===== src/rtl/fa_pkg.sv =====
// rtl/fa_pkg.sv - shared constants and result type for the fa ripple-carry adder
//
// Contents:
//   FA_MIN_WIDTH / FA_MAX_WIDTH : legal range of the fa WIDTH parameter
//   fa_result_t                 : {carry, sum} pair sized for the widest adder
package fa_pkg;

  localparam int FA_MIN_WIDTH = 1;
  localparam int FA_MAX_WIDTH = 64;

  // Narrower adders use the low WIDTH bits of sum; the upper bits stay zero.
  typedef struct packed {
    logic                    carry;
    logic [FA_MAX_WIDTH-1:0] sum;
  } fa_result_t;

endpackage


===== src/rtl/fa_bit.sv =====
// rtl/fa_bit.sv - purely combinational 1-bit full-adder cell
//
// Ports:
//   a, b : operand bits
//   cin  : carry in
//   s    : sum bit,   a ^ b ^ cin
//   cout : carry out, majority(a, b, cin)
module fa_bit (
  input  logic a,
  input  logic b,
  input  logic cin,
  output logic s,
  output logic cout
);

  assign s    = a ^ b ^ cin;
  assign cout = (a & b) | (a & cin) | (b & cin);

endmodule


===== src/rtl/fa.sv =====
// rtl/fa.sv - WIDTH-bit ripple-carry adder with one output register stage
//
// Optional feature macro: FA_OVERFLOW_EN (adds the registered overflow output)
//
// Ports:
//   clk       : clock, rising edge
//   rst_n     : asynchronous active-low reset
//   in_valid  : capture enable for the operands below
//   a, b      : WIDTH-bit unsigned operands
//   carry_in  : carry into bit 0
//   sum       : registered (a + b + carry_in) mod 2^WIDTH
//   carry_out : registered carry out of the top bit
//   out_valid : sum/carry_out were captured on the previous edge
//   overflow  : registered two's-complement overflow (FA_OVERFLOW_EN only)
module fa
  import fa_pkg::*;
#(
  parameter int WIDTH = 1
) (
  input  logic             clk,
  input  logic             rst_n,
  input  logic             in_valid,
  input  logic [WIDTH-1:0] a,
  input  logic [WIDTH-1:0] b,
  input  logic             carry_in,
  output logic [WIDTH-1:0] sum,
  output logic             carry_out,
  output logic             out_valid
`ifdef FA_OVERFLOW_EN
  ,
  output logic             overflow
`endif
);

  if (WIDTH < FA_MIN_WIDTH || WIDTH > FA_MAX_WIDTH) begin : g_bad_width
    $error("fa: WIDTH %0d outside supported range", WIDTH);
  end

  // w_carry[i] is the carry into bit i; w_carry[WIDTH] leaves the top cell.
  logic [WIDTH:0]   w_carry;
  logic [WIDTH-1:0] w_sum;

  logic [WIDTH-1:0] r_sum;
  logic             r_carry;
  logic             r_valid;

  assign w_carry[0] = carry_in;

  for (genvar g = 0; g < WIDTH; g++) begin : g_cell
    fa_bit u_bit (
      .a    (a[g]),
      .b    (b[g]),
      .cin  (w_carry[g]),
      .s    (w_sum[g]),
      .cout (w_carry[g+1])
    );
  end

  // Result registers load only on a valid input; out_valid is a per-cycle pulse.
  always_ff @(posedge clk or negedge rst_n) begin
    if (!rst_n) begin
      r_sum   <= '0;
      r_carry <= 1'b0;
      r_valid <= 1'b0;
    end else begin
      r_valid <= in_valid;
      if (in_valid) begin
        r_sum   <= w_sum;
        r_carry <= w_carry[WIDTH];
      end
    end
  end

  assign sum       = r_sum;
  assign carry_out = r_carry;
  assign out_valid = r_valid;

`ifdef FA_OVERFLOW_EN
  logic r_overflow;

  // Signed overflow: carry into the sign bit differs from carry out of it.
  // For WIDTH=1 the carry into the sign bit is carry_in itself.
  always_ff @(posedge clk or negedge rst_n) begin
    if (!rst_n) begin
      r_overflow <= 1'b0;
    end else if (in_valid) begin
      r_overflow <= w_carry[WIDTH] ^ w_carry[WIDTH-1];
    end
  end

  assign overflow = r_overflow;
`endif

endmodule


===== config.mk =====
export PLATFORM = sky130hd
export DESIGN_NAME = fa
export DESIGN_NICKNAME = d
export VERILOG_FILES = /design/src/rtl/fa_pkg.sv /design/src/rtl/fa_bit.sv /design/src/rtl/fa.sv
export SDC_FILE = /design/constraint.sdc
export NUM_CORES = 1
export LEC_CHECK = 0
export ABC_CLOCK_PERIOD_IN_PS = 900
export BUFFER_PORTS_ARGS = -buffer_cell sky130_fd_sc_hd__buf_2
export CAP_MARGIN = 20
export CORE_AREA = 2 2 39 41
export DETAILED_ROUTE_END_ITERATION = 7
export DIE_AREA = 0 0 41 43
export GPL_ROUTABILITY_DRIVEN = 0
export GPL_TIMING_DRIVEN = 0
export HOLD_SLACK_MARGIN = 0.08
export PLACE_DENSITY = 0.31
export SLEW_MARGIN = 20
export SYNTH_ARGS = -nofsm -noshare
export SYNTH_HDL_FRONTEND = slang
export SYNTH_SLANG_ARGS = --single-unit

===== constraint.sdc =====
create_clock -name clk -period 0.9 [get_ports clk]
set_input_delay 0.045 -clock clk [delete_from_list [all_inputs] [get_ports clk]]
set_output_delay 0.045 -clock clk [all_outputs]
set_load 0.02 [all_outputs]

==> implementation parameters, run 1 <==
Parameter                              Value

Run status
  Run status ... finished clean

Worst setup path
  R2R setup slack ... 0.16 ns
  Arrival time of data at the critical path endpoint ... 0.76 ns
  WS Path Type ... flop to output port
  R2r startpoint ... carry_out$_DFFE_PN0P_
  Cell-by-cell listing of the critical path ... buf_2
  CP top delay family ... flip-flops
  Count of cells along the worst register-to-register path ... 1
  Highest fanout seen on the critical path ... 2
  Worst EP required ... 0.85 ns
  Reg-to-reg endpoint ... carry_out$_DFFE_PN0P_
  Startpoint types ... flop
  Critical path endpoint category ... output port
  Worst path bufs/invs ... 1
  Highest-delay cell along the critical path ... sky130_fd_sc_hd__dfrtp_1
  Stage delay of the slowest cell on the critical path ... ~0.37 ns

Yosys
  Fraction of the yosys area taken by sequential cells ... 0.638
  Number of warnings issued by yosys ... 0
  Average size of a mapped cell ... 19.6 µm²
  Unique masters post-synth ... 3
  Combinational family with the most area after synthesis ... multiplexers
  Total of flip-flops plus latches after synthesis ... 3
  Post-synthesis simple-gate area fraction ... 0
  Fraction of the mapped netlist area in compound gates ... 0
  Cells after synthesis ... 6
  Multiplexer area fraction after synthesis ... 0.191
  Net count after synthesis ... 13
  Area share of fa/ha/maj cells after synthesis ... 0.170
  Area of the mapped netlist ... around 120 µm²
  Synthesized-area fraction occupied by xor and xnor cells ... 0

Floorplan
  Die Y-Extent ... 43 µm
  Initial standard-cell utilization of the core ... 0.0850
  Die outline area ... 1760 µm²
  Number of placement rows ... 14
  Floorplan die width ... 41 µm
  Placeable core region ... 1380 µm²
  Number of primary I/O pins ... 9

Global routing
  Global routing usage on met2 ... 0.0469
  Most used routing layer in global routing ... met4
  Total congestion overflow ... 0
  Met3 GRT Util ... 0.0471
  Number of global-route vias before repair ... approximately 110
  First-pass GRT wire length ... just over 400 µm
  Grt met1 use ... 0.0323
  Largest net degree at the start of global routing ... 4
  Initial antenna violation count ... 0
  Global router's overall resource usage ... 0.0462

Placed design
  Post-DP HPWL ... about 230 µm
  Port buffer count ... 8
  Inst Count DP ... 30

Pwr
  Static leakage power ... 0.000105 µW
  Maximum VDD drop ... between 0.0003 and 0.0004 V
  Pwr Total ... around 480 µW
  Power density over the cells ... 2130 nW/µm²

Drt
  DR DRC count ... 0
  DRT antenna net count ... 0
  Final wirelength ... 273 µm
  Drt first-iter violations ... 0
  Length of the first detailed-routing pass in iterations ... 1
  Routed length per instance ... 7.58 µm
  Via count ... 98
  Average via count per standard cell ... around 2.7

Finish
  Nets ... 28
  Layout overhead on the synthesized area ... 90.4%
  Layout cells sized above 1 ... 0.650
  Count of filler cells inserted in the layout ... approximately 160
  Non-filler instance count after layout ... 36
  Antenna Cells ... 0

Clock network
  H-tree depth ... 1
  Number of buffers on the longest clock path ... 2
  Clock Pin Slew Worst Setup and Hold Paths ... 0.04 ns
  Total number of clock tree sinks ... 3
  Post-CTS Setup Bufs ... 0
  Clock latency on the worst-skew pair ... approximately 0.23 ns
  TritonCTS clock tree ... yes
  Root cell of the clock tree ... sky130_fd_sc_hd__clkbuf_4
  Number of CTS-inserted buffers ... 3

STA
  Ratio of final minimum period to clock period ... 0.890
  Max-slew headroom at the worst pin ... 0.927
  Setup-failing EPs final ... 0
  Fin. max-slew vios ... 0
  Post-layout min period ... roughly 0.8 ns
  Maximum operating frequency ... 1.25 GHz
  Number of failing hold endpoints at the final stage ... 0
  Transition time at the pin with the least slew margin ... between 0.1 and 0.15 ns
  Unrepaired setup endpoints after global routing ... no
  Clock tree skew after final layout ... 0 ns

Worst hold path
  Worst-case hold path end point ... carry_out$_DFFE_PN0P_
  Number of stages on the worst hold path ... 2
  Launch point of the worst hold path ... in_valid
  Path class of the lowest-slack min-delay path ... input port to flop

Flow run
  Max-cap violations ... 0
[power by group]
group | internal [µW] | switching [µW] | leakage, µW
Clock | 166 | 69.7 | 0.0000150
Sequential | 152 | 6.19 | 0.0000350
Combinational | 39.9 | 43.3 | 0.0000550
[cells in the mapped netlist]
cell	n	area [µm²]
sky130_fd_sc_hd__mux2_2	2	22.5
sky130_fd_sc_hd__dfrtp_1	3	75.1
sky130_fd_sc_hd__fa_1	1	20.0
[layer usage]
metal,part of all wire,vias to the layer above
met5,0,-
met4,0,0
met3,0.26,0
met2,0.41,9
met1,0.33,42
li1,-,47
[what timing repair did]
action / CTS / global route
gates resized for setup: 0 / 0
endpoints found under the setup margin: 0 / 0
hold endpoints to repair: 4 / 0
hold buffers: 2 / 0
[cells by family after synthesis]
logic type,Yosys count
flip-flops,3
multiplexers,2
adder cells (fa/ha/maj),1
[worst max path at each step]
| stage | startpoint | end | slack (ns) | cells after the start |
|---|---|---|---|---|
| global placement | a | sum$_DFFE_PN0P_ | -0.12 | 3 |
| detailed placement | a | sum$_DFFE_PN0P_ | -0.11 | 3 |
| global route | carry_out$_DFFE_PN0P_ | carry_out | 0.06 | 1 |
| finish | carry_out$_DFFE_PN0P_ | carry_out | 0.1 | 1 |
| floorplan | a | sum$_DFFE_PN0P_ | 0.03 | 2 |
| CTS | carry_out$_DFFE_PN0P_ | carry_out | 0.08 | 1 |
[layout by cell type, fill, tap and decap left out, drive strengths merged]
cell and n:
buf 8, clkbuf 4, dfrtp 3, dlygate4sd3 2, fa 1, mux2 2
[stage by stage]
stage	utilization	worst slack [ns]	instance area, µm²	hold slack [ns]	TNS (ns)
2_1_floorplan	-	0.0291	118	-0.251	0
6_report	0.162	0.0990	224	0.103	0
5_1_grt	0.162	0.0560	224	0.103	0
3_5_place_dp	0.128	-0.107	178	-0.154	-0.160
4_1_cts	0.162	0.0843	224	0.0956	0
3_3_place_gp	0.128	-0.118	178	-0.156	-0.167
[state kept, by name (all words and copies together), names as in the netlist]
signal,count
sum,1
out_valid,1
carry_out,1
[final cells by class]
| type | instances | area [µm²] | share of cell area |
|---|---|---|---|
| Multi-Input combinational cell | 3 | 42.5 | 0.190 |
| Clock buffer | 4 | 26.3 | 0.117 |
| Sequential cell | 3 | 75.1 | 0.335 |
| Timing Repair Buffer | 10 | 60.1 | 0.268 |
| Tap cell | 16 | 20.0 | 0.0894 |
Power figures use the tool's default switching activity.
==> inputs of run 2 (changes only) <==
- SETUP_SLACK_MARGIN: not set -> 0.3
==> run 2 against run 1 <==
Net effect: the flow now finishes with violations (negative hold slack); register-to-register slack worse by 0.03 ns; design area up 8.9%; setup slack worse by 0.0028 ns; count of clock-buffer cells in the layout unchanged; clock skew unchanged; global-route usage down 0.11 points.
==> implementation parameters, run 2 (same netlist as run 1, synthesis figures left out) <==
Parameter                              Value

Clock network
  Clock latency on the worst-skew pair ... ~0.23 ns
  Number of hold buffers added after cts ... 1
  Post-CTS Setup Bufs ... 0
  H-tree depth ... 1
  Root cell of the clock tree ... sky130_fd_sc_hd__clkbuf_4
  Total number of clock tree sinks ... 3
  Clock Pin Slew Worst Setup and Hold Paths ... 0.04 ns
  Number of buffers on the longest clock path ... 2
  TritonCTS clock tree ... yes
  Number of CTS-inserted buffers ... 3

Finish
  Layout cells sized above 1 ... 0.737
  Utilization after layout ... 0.176
  Layout overhead on the synthesized area ... 107%
  Antenna Cells ... 0
  Highest-count cells in the layout ignoring fill and taps ... 4 x sky130_fd_sc_hd__buf_2, 4 x sky130_fd_sc_hd__buf_6, 3 x sky130_fd_sc_hd__clkbuf_4, 2 x sky130_fd_sc_hd__dfrtp_1
  Total non-filler cell area in the finished layout ... 244 µm²
  Non-filler instance count after layout ... 35
  Nets ... 27

Pwr
  P_sw ... around 120 µW
  Logic pwr share ... 0.215
  Static leakage power ... between 0.0001 and 0.00015 µW
  Sequential share of power ... 0.327
  Maximum VDD drop ... about 0.0004 V
  Switching power as a share of total power ... 0.240
  Power density over the cells ... a little over 2000 nW/µm²
  Share of total power in the clock network ... 0.458
  Internal power summed over all cells ... 385 µW

Worst setup path
  Number of logic stages on the critical path including buffering ... 1
  Start point of the critical path ... carry_out$_DFFE_PN0P_
  R2r startpoint ... sum$_DFFE_PN0P_
  Arrival time of data at the critical path endpoint ... 0.76 ns
  WS Path Type ... flop to output port
  Critical path endpoint category ... output port
  Highest fanout seen on the critical path ... 2
  Worst EP required ... 0.85 ns
  Highest-delay cell along the critical path ... sky130_fd_sc_hd__dfrtp_2
  Stage delay of the slowest cell on the critical path ... approximately 0.40 ns
  CP top delay family ... flip-flops
  Startpoint types ... flop
  Cell-by-cell listing of the critical path ... buf_6
  Count of cells along the worst register-to-register path ... 1
  Worst path bufs/invs ... 1

Drt
  Length of the first detailed-routing pass in iterations ... 1
  Drt first-iter violations ... 0
  Final wirelength ... 290 µm
  Via count ... 98
  DR DRC count ... 0
  Routed length per instance ... 8.29 µm
  DRT antenna net count ... 0
  Average via count per standard cell ... ~2.8

STA
  Number of failing hold endpoints at the final stage ... 1
  Maximum operating frequency ... ~1.2 GHz
  Clock tree skew after final layout ... 0 ns
  Post-layout worst setup margin ... 0.0962 ns
  Max-slew headroom at the worst pin ... 0.935
  Unrepaired setup endpoints after global routing ... yes
  Ratio of final minimum period to clock period ... 0.893
  Setup-failing EPs final ... 0
  Fin. max-slew vios ... 0
  Transition time at the pin with the least slew margin ... between 0.09 and 0.1 ns
  Post-layout min period ... 0.804 ns
  Minimum hold slack ... -0.0185 ns

Global routing
  Initial antenna violation count ... 0
  First-pass GRT wire length ... 420 µm
  Largest net degree at the start of global routing ... 4
  Total congestion overflow ... 0
  Number of global-route vias before repair ... 116
  Global router's overall resource usage ... 0.0452

Worst hold path
  Launch point of the worst hold path ... in_valid
  Path class of the lowest-slack min-delay path ... input port to flop
  Number of stages on the worst hold path ... 1

Placed design
  Placement Setup Slack ... -0.114 ns
  Total placed instance area ... 179 µm²
  Port buffer count ... 8
  Inst Count DP ... 30

Floorplan
  Initial standard-cell utilization of the core ... 0.0850
  Floorplan die width ... between 40 and 50 µm
  Die Y-Extent ... 43 µm
  Number of primary I/O pins ... 9
  Number of placement rows ... 14
  Placeable core region ... 1380 µm²
  Die outline area ... 1760 µm²

Run status
  Violations in the final reports ... negative hold slack
  Run status ... finished with violations

Flow run
  Max-cap violations ... 0
## run 2: cell count changes in the layout (fill, tap and decap cells not counted), sizes merged
cell         before  now
dlygate4sd3       2    1
## run 2: what timing repair did
action	in CTS	in global routing
hold endpoints to repair	4	1
setup endpoints to repair	5	5
gates resized for setup	8	0
pin swaps	1	0
## run 2: routing by layer
layer | share of wire | global-route usage
met3 | 0.19 | 0.0471
met4 | 0 | 0.0600
met1 | 0.38 | 0.0322
met5 | 0 | 0
met2 | 0.43 | 0.0531
## run 2: power by group through the flow
stage	Clock (µW)	Combinational (µW)	Sequential, µW
after floorplan	0	17.7	185
after global placement	0	78.3	162
after detailed placement	0	77.8	163
after CTS	247	110	166
after global routing	259	119	168
final	232	109	166
## run 2: layout make-up
type                    count  area [µm²]
fillers                   158        1140
flip-flops and latches      3        76.3
repair buffers              9        75.1
multi-input cells           3        46.3
clock buffers               4        26.3
well taps                  16        20.0
## run 2: through the flow
step	power, µW	setup TNS, ns	hold WS (ns)
floorplan	202	0	-0.251
global placement	240	-0.170	-0.156
detailed placement	241	-0.170	-0.155
CTS	523	0	-0.0256
global route	546	0	-0.0264
finish	506	0	-0.0185
## run 2: final timing paths
kind	end	slack (ns)
min in group asynchronous	sum$_DFFE_PN0P_	0.14
max in group asynchronous	carry_out$_DFFE_PN0P_	0.64
hold / removal	out_valid$_DFF_PN0_	-0.02
setup reg to reg	sum$_DFFE_PN0P_	0.13
hold reg to reg	carry_out$_DFFE_PN0P_	0.53
setup / recovery	carry_out	0.1
==> inputs of run 3 (changes only) <==
- GPL_ROUTABILITY_DRIVEN: 0 -> 1
- RECOVER_POWER: not set -> 100
==> run 3 against run 2 <==
Net effect: the flow still finishes with violations (negative hold slack); via count stayed put; non-clock buffer count stayed put; global-route usage stayed put; sequential cell count stayed put; count of clock-buffer cells in the layout stayed put; die area stayed put; sequential share of layout area is 3.6 points higher; setup slack worse by 0.015 ns; clock skew stayed put; cell count stayed put; first-iteration DRC count stayed put; critical path type unchanged; largest power group unchanged.
==> implementation parameters, run 3 (same netlist as run 1, synthesis figures left out) <==
Parameter                              Value

Run status
  Run status ... finished with violations
  Violations in the final reports ... negative hold slack

STA
  Setup_tns ... 0 ns
  Number of failing hold endpoints at the final stage ... 1
  Post-layout min period ... ~0.8 ns
  Maximum operating frequency ... 1.22 GHz
  Max-slew headroom at the worst pin ... 0.885
  Transition time at the pin with the least slew margin ... 0.173 ns
  Clock tree skew after final layout ... 0 ns
  Setup-failing EPs final ... 0
  Minimum hold slack ... -0.00556 ns
  Ratio of final minimum period to clock period ... 0.910
  Fin. max-slew vios ... 0
  Unrepaired setup endpoints after global routing ... yes
  Post-layout worst setup margin ... 0.0809 ns

Drt
  Drt first-iter violations ... 0
  Average via count per standard cell ... 2.80
  DRT antenna net count ... 0
  Final wirelength ... 287 µm
  Routed length per instance ... ~8 µm
  Via count ... a little under 100
  DR DRC count ... 0
  Length of the first detailed-routing pass in iterations ... 1

Floorplan
  Placeable core region ... 1380 µm²
  Die Y-Extent ... 43 µm
  Die outline area ... approximately 1800 µm²
  Initial standard-cell utilization of the core ... 0.0850
  Number of primary I/O pins ... 9
  Number of placement rows ... 14
  Floorplan die width ... about 40 µm

Clock network
  Number of buffers on the longest clock path ... 2
  Total number of clock tree sinks ... 3
  Clock latency on the worst-skew pair ... 0.23 ns
  Number of hold buffers added after cts ... 1
  Root cell of the clock tree ... sky130_fd_sc_hd__clkbuf_4
  Number of CTS-inserted buffers ... 3
  H-tree depth ... 1
  TritonCTS clock tree ... yes
  Clock Pin Slew Worst Setup and Hold Paths ... 0.04 ns

Worst setup path
  Start point of the critical path ... carry_out$_DFFE_PN0P_
  CP top delay family ... flip-flops
  Highest fanout seen on the critical path ... 2
  Worst EP required ... 0.85 ns
  WS Path Type ... flop to output port
  Worst path bufs/invs ... 1
  Highest-delay cell along the critical path ... sky130_fd_sc_hd__dfrtp_2
  Critical path endpoint category ... output port
  Startpoint types ... flop
  Stage delay of the slowest cell on the critical path ... 0.39 ns
  Arrival time of data at the critical path endpoint ... 0.77 ns
  R2r startpoint ... sum$_DFFE_PN0P_
  Cell-by-cell listing of the critical path ... clkbuf_2

Finish
  Non-filler instance count after layout ... 35
  Highest-count cells in the layout ignoring fill and taps ... 3 x sky130_fd_sc_hd__clkbuf_4, 3 x sky130_fd_sc_hd__clkbuf_1, 3 x sky130_fd_sc_hd__clkbuf_2, 2 x sky130_fd_sc_hd__buf_2, 2 x sky130_fd_sc_hd__dfrtp_1
  Layout overhead on the synthesized area ... 86.2%
  Count of filler cells inserted in the layout ... approximately 160
  Utilization after layout ... 0.158
  Total non-filler cell area in the finished layout ... 219 µm²
  Antenna Cells ... 0
  Nets ... 27
  Layout cells sized above 1 ... 0.579

Worst hold path
  Launch point of the worst hold path ... in_valid
  Path class of the lowest-slack min-delay path ... input port to flop

Global routing
  First-pass GRT wire length ... around 420 µm
  Global router's overall resource usage ... 0.0452
  Number of global-route vias before repair ... 116
  Initial antenna violation count ... 0
  Largest net degree at the start of global routing ... 4
  Total congestion overflow ... 0

Flow run
  Max-cap violations ... 0

Pwr
  Maximum VDD drop ... between 0.0003 and 0.0004 V
  Power density over the cells ... around 2200 nW/µm²
  Static leakage power ... ~0.0001 µW

Placed design
  RD Place Congestion ... approximately 0.45
  Inst Count DP ... 30
  Total placed instance area ... 179 µm²
  Port buffer count ... 8
  Placement Setup Slack ... -0.114 ns
==> run 3: timing repair <==
| item | 4_1_cts | 5_1_grt |
|---|---|---|
| pin swaps | 1 | 0 |
| gates resized for setup | 8 | 0 |
| endpoints found under the hold margin | 4 | 1 |
| setup endpoints to repair | 5 | 5 |
| buffers inserted | 0 | 0 |
==> run 3: cell type report <==
cell class	count	area (µm²)	area share
multi-input cells	3	42.5	0.194
clock buffers	4	26.3	0.120
repair buffers	9	53.8	0.246
flip-flops and latches	3	76.3	0.349
well taps	16	20.0	0.0914
==> run 3: worst paths after layout <==
check / cells past startpoint / end / slack, ns
setup / recovery: 1 / carry_out / 0.08
hold / removal: 1 / out_valid$_DFF_PN0_ / -0.006
setup reg to reg: 1 / sum$_DFFE_PN0P_ / 0.14
hold reg to reg: 1 / sum$_DFFE_PN0P_ / 0.49
max in group asynchronous: 2 / carry_out$_DFFE_PN0P_ / 0.57
min in group asynchronous: 2 / sum$_DFFE_PN0P_ / 0.16
==> run 3: routing by layer <==
layer	vias to the layer above	part of all wire	global-route usage
met5	-	0	0
met4	0	0	0.0600
met3	0	0.22	0.0471
met2	9	0.43	0.0531
met1	44	0.35	0.0322
li1	45	-	-
==> run 3: metrics by stage <==
step	total power (µW)	hold WS [ns]
final	472	-0.00556
after floorplan	202	-0.251
after CTS	523	-0.0256
after global placement	240	-0.156
after global routing	511	-0.00516
after detailed placement	241	-0.155
==> run 3: power by group <==
part           total (µW)  switching [µW]  internal, µW
clock                 232            65.9           166
sequential            161            7.87           154
combinational        78.9            42.8          36.1
total                 472             117           356
